### src/rtl/button_event_arbiter.sv
// Queues one pending event per button and serves them round-robin over valid/ready.
// Optional BTN_DROP_CNT_EN adds a saturating drop counter with synchronous clear.
module button_event_arbiter #(
  parameter int unsigned NUM_BUTTONS = 4
) (
  input  logic                           clock,
  input  logic                           reset_n,
  input  logic [NUM_BUTTONS-1:0]         rise,
  output logic                           evt_valid,
  input  logic                           evt_ready,
  output logic [$clog2(NUM_BUTTONS)-1:0] evt_id,
  output logic [NUM_BUTTONS-1:0]         pending,
  output logic                           drop
`ifdef BTN_DROP_CNT_EN
  ,
  input  logic                           drop_clr,
  output logic [7:0]                     drop_count
`endif
);

  localparam int unsigned ID_WIDTH = $clog2(NUM_BUTTONS);

  typedef enum logic [0:0] {StIdle, StOffer} state_e;

  state_e                  state_q;
  logic [ID_WIDTH-1:0]     last_grant_q;
  logic [NUM_BUTTONS-1:0]  accepted_mask;
  logic [NUM_BUTTONS-1:0]  pending_d;
  logic                    drop_d;
  logic                    grant_found;
  logic [ID_WIDTH-1:0]     grant_idx;
  logic [ID_WIDTH-1:0]     cand_idx;
  int unsigned             cand;

  always_comb begin
    accepted_mask = '0;
    if (state_q == StOffer && evt_ready) begin
      accepted_mask[evt_id] = 1'b1;
    end
    // A press coinciding with its own accept is re-queued, not dropped.
    pending_d = (pending & ~accepted_mask) | rise;
    drop_d    = |(rise & pending & ~accepted_mask);
  end

  // First set pending bit searching upward from last_grant+1, wrapping.
  always_comb begin
    grant_found = 1'b0;
    grant_idx   = '0;
    cand        = 0;
    cand_idx    = '0;
    for (int unsigned k = 1; k <= NUM_BUTTONS; k++) begin
      cand     = (32'(last_grant_q) + k) % NUM_BUTTONS;
      cand_idx = cand[ID_WIDTH-1:0];
      if (!grant_found && pending[cand_idx]) begin
        grant_found = 1'b1;
        grant_idx   = cand_idx;
      end
    end
  end

  always_ff @(posedge clock or negedge reset_n) begin
    if (!reset_n) begin
      state_q      <= StIdle;
      last_grant_q <= ID_WIDTH'(NUM_BUTTONS - 1);
      evt_valid    <= 1'b0;
      evt_id       <= '0;
      pending      <= '0;
      drop         <= 1'b0;
    end else begin
      pending <= pending_d;
      drop    <= drop_d;
      unique case (state_q)
        StIdle: begin
          if (grant_found) begin
            evt_id    <= grant_idx;
            evt_valid <= 1'b1;
            state_q   <= StOffer;
          end
        end
        StOffer: begin
          if (evt_ready) begin
            last_grant_q <= evt_id;
            evt_valid    <= 1'b0;
            state_q      <= StIdle;
          end
        end
        default: state_q <= StIdle;
      endcase
    end
  end

`ifdef BTN_DROP_CNT_EN
  // Clear has priority over a coincident drop pulse.
  always_ff @(posedge clock or negedge reset_n) begin
    if (!reset_n) begin
      drop_count <= 8'd0;
    end else if (drop_clr) begin
      drop_count <= 8'd0;
    end else if (drop && drop_count != 8'hFF) begin
      drop_count <= drop_count + 8'd1;
    end
  end
`endif

endmodule

### config.mk
export PLATFORM = sky130hd
export DESIGN_NAME = button_event_arbiter
export DESIGN_NICKNAME = d
export VERILOG_FILES = /design/src/rtl/button_event_arbiter.sv
export SDC_FILE = /design/constraint.sdc
export NUM_CORES = 1
export LEC_CHECK = 0
export ABC_AREA = 0
export CAP_MARGIN = 20
export CORE_AREA = 2 2 39 41
export CTS_BUF_LIST = sky130_fd_sc_hd__clkbuf_4 sky130_fd_sc_hd__clkbuf_8
export CTS_CLUSTER_SIZE = 40
export DETAILED_ROUTE_END_ITERATION = 8
export DIE_AREA = 0 0 41 43
export GPL_TIMING_DRIVEN = 0
export HOLD_SLACK_MARGIN = 0.05
export PLACE_DENSITY = 0.76
export SETUP_SLACK_MARGIN = 0.3
export SYNTH_ARGS = -nofsm -noshare
export SYNTH_HDL_FRONTEND = slang
export SYNTH_SLANG_ARGS = --single-unit
### constraint.sdc
create_clock -name clock -period 2.1 [get_ports clock]
set_input_delay 0.42 -clock clock [delete_from_list [all_inputs] [get_ports clock]]
set_output_delay 0.42 -clock clock [all_outputs]
set_load 0.03 [all_outputs]
==> results.md <==
- Status: finished clean
- Startpoint types: flip-flop
- Layout Cells excl Fill: 96
- Peak supply drop: 0.567 mV
- Slowest stage delay, CP: 0.66 ns
- Clock Latency Late Sink: 0.27 ns
- Top Usage Layer GRT: met2
- Worst path top cell family by delay: buffers and inverters
- Critical Path, Cell by Cell: clkdlybuf4s50_1
- CTS max path bufs: 2
- H-tree lvl count: 1
- Post-DP HPWL: 836 um
- Sequential fraction of the synthesis area: 48.5%
- Per-cell routed wire length: 12.0 um
- Design Area, Final: 759 um2
- Die Y: 43 um
- IO buf count: 14
- Die ar.: 1760 um2
- IO Count: 15
- Worst slew pin tran: 0.482 ns
- Minimum clock period: 1.69 ns
- WP buf/inv: 1
- Core area: 1380 um2
- Setup TNS: 0 ns
- CTS Buf Count: 3
- DRT Pass-1 Iters: 4
- Synth Instances: 62
- Synth warn: 0
- Clock Skew: 0.00243 ns
- Grt met2 use: 24.4%
- Nets: 88
- ANT cells: 0
- Final clock period utilization by the worst path: 80.3%
- Slew margin rel.: 67.7%
- Leakage power: 0.317 nW
- Antenna violations before repair: 0
- GR Util All Layers: 17.1%
- Area growth syn-to-layout: 32.5%
- GR Util met1: 21.4%
- Vias: 521
- ANT nets after route: 0
- Worst Path Required: 1.68 ns
- CP endpoint kind: primary output
- Critical path arrival: 1.27 ns
- Max-cap violations: 0
- Post-CTS Hold Fix Bufs: 0
- Row count: 14
- TritonCTS clock tree: yes
- Setup violators final: 0
- Post-Syn Area: 573 um2
- Largest net degree at the start of global routing: 12
- DP Area: 733 um2
- Dpl cells: 92
- Netlist cell types: 24
- Critical path type: flip-flop to primary output
- GPL Wtd Cong: 0.788
- Pwr Density: 1100 nW/um2
- GR Overflow Total: 0
- Worst min path class: primary input to async pin
- DRT Wirelength: 1150 um
- Vias in the first global route: 461
- Vias per inst: 5.43
- Synth Register Bits: 11
- CTS clk-pin slew, worst paths: 0.07 ns
- First-pass GRT wire length: 1960 um
- Residual DRC: 0
- Met3 Usage GRT: 3.14%
- Post-Syn Nets: 69
- RSZ-0062 raised after global routing: false
- CTS Sinks: 11
- Fin Hold WS: 0.475 ns
- Initial Utilization: 41.4%
- Postcts setup bufs: 0
- Slowest CP cell: clkdlybuf4s50_1
- Hold Vio Cnt, Final: 0
- Total Power: 0.834 mW
- Slew Limit Fails: 0
- Syn_area_per_cell: 9.24 um2
- Die Wd: 41 um
- Worst-path fanout max: 2
- Layout cells sized above 1: 12.5%
- Achievable Freq: 593 MHz
- Root buf cell: clkbuf_4
- Initial DRC count: 14
[metrics by stage]
| stage | util (%) | setup WS (ns) |
|---|---|---|
| floorplan | - | 0.615 |
| global placement | 53.0 | 0.339 |
| detailed placement | 53.0 | 0.351 |
| CTS | 54.7 | 0.357 |
| global route | 54.9 | 0.369 |
| finish | 54.9 | 0.415 |
[path summary, 6_finish.rpt]
path                       startpoint              end  slack [ns]  cells after the start
max                        pending[3]       pending[3]        0.41                      1
min                           reset_n        evt_id[1]        0.47                      1
max reg2reg                pending[2]        evt_id[1]        0.68                      4
min reg2reg                 evt_valid        evt_valid        0.57                      2
max in group asynchronous     reset_n  last_grant_q[1]        1.27                      1
min in group clock          evt_valid        evt_valid        0.57                      2
[cell usage after synthesis, drive strengths merged]
| cell | instances | share of area, % |
|---|---|---|
| a31oi | 2 | 2.2 |
| buf | 3 | 2.4 |
| a21oi | 4 | 3.5 |
| mux2i | 1 | 1.7 |
| nor2 | 4 | 2.6 |
| nand4 | 1 | 1.1 |
| or3b | 1 | 1.5 |
| inv | 3 | 2.0 |
| dfstp | 2 | 9.2 |
| nand3b | 1 | 1.3 |
| or4 | 1 | 2.0 |
| o31ai | 2 | 2.6 |
| nand3 | 3 | 2.6 |
| o211ai | 2 | 2.6 |
| o21ai | 4 | 3.5 |
| nand2b | 4 | 4.4 |
| dfrtp | 9 | 39 |
| a21o | 1 | 1.3 |
| nand2 | 9 | 5.9 |
| o21a | 2 | 2.6 |
| nor2b | 1 | 2.4 |
| xnor2 | 1 | 1.5 |
| a221o | 1 | 1.7 |
[layer usage]
layer | part of all wire [%] | wire [um] | up-vias
met3 | 5.3 | 61 | 5
li1 | - | - | 256
met5 | 0 | 0 | -
met4 | 3.4 | 39 | 0
met1 | 45 | 521 | 243
met2 | 46 | 532 | 17
[state kept, by name (all words and copies together) (netlist names)]
register      cells
drop              1
state_q           1
pending           4
evt_id            2
evt_valid         1
last_grant_q      2
[cell usage in the layout, fill, tap and decap left out]
cell type,synthesis,layout
o31ai_1,2,2
dfstp_2,2,2
xnor2_1,1,1
nand2_1,9,9
dfrtp_1,9,9
a221o_1,1,1
nand3_1,3,3
nor2b_4,1,1
o211ai_1,2,2
a21oi_1,4,4
nand2b_1,4,4
buf_2,2,2
mux2i_1,1,1
or4_4,1,1
a31oi_1,2,2
o21ai_0,4,4
nor2_1,4,4
inv_1,3,3
dlymetal6s2s_1,0,1
o21a_1,2,2
or3b_1,1,1
buf_1,1,1
clkbuf_4,0,4
dlygate4sd2_1,0,5
nand4_1,1,1
nand3b_1,1,1
a21o_1,1,1
clkdlybuf4s50_1,0,8
[power by group]
group	switching, mW	total (mW)	internal [mW]
combinational	0.203	0.347	0.144
sequential	0.0594	0.331	0.272
clock	0.0695	0.156	0.0865
[final cells by class]
class,instances,area (um2)
buffer,3,13.8
clock buffer,4,30.0
fill,128,624
inverter,3,11.3
multi-input combinational,45,270
sequential,11,278
tap,16,20.0
timing repair buffer,14,136
[cell families after synthesis]
kind of cell | after synthesis | share of synthesized area, %
xor+xnor | 1 | 1.53
buf+inv | 6 | 4.37
flops | 11 | 48.5
mux | 1 | 1.75
compound gates | 18 | 20.1
simple gates | 25 | 23.8
[repair_timing]
item                                    CTS  global route
resized for setup                         5             1
pin swaps                                 0             0
endpoints found under the setup margin    5             1
Note: power is estimated with default switching activity, not from simulation.
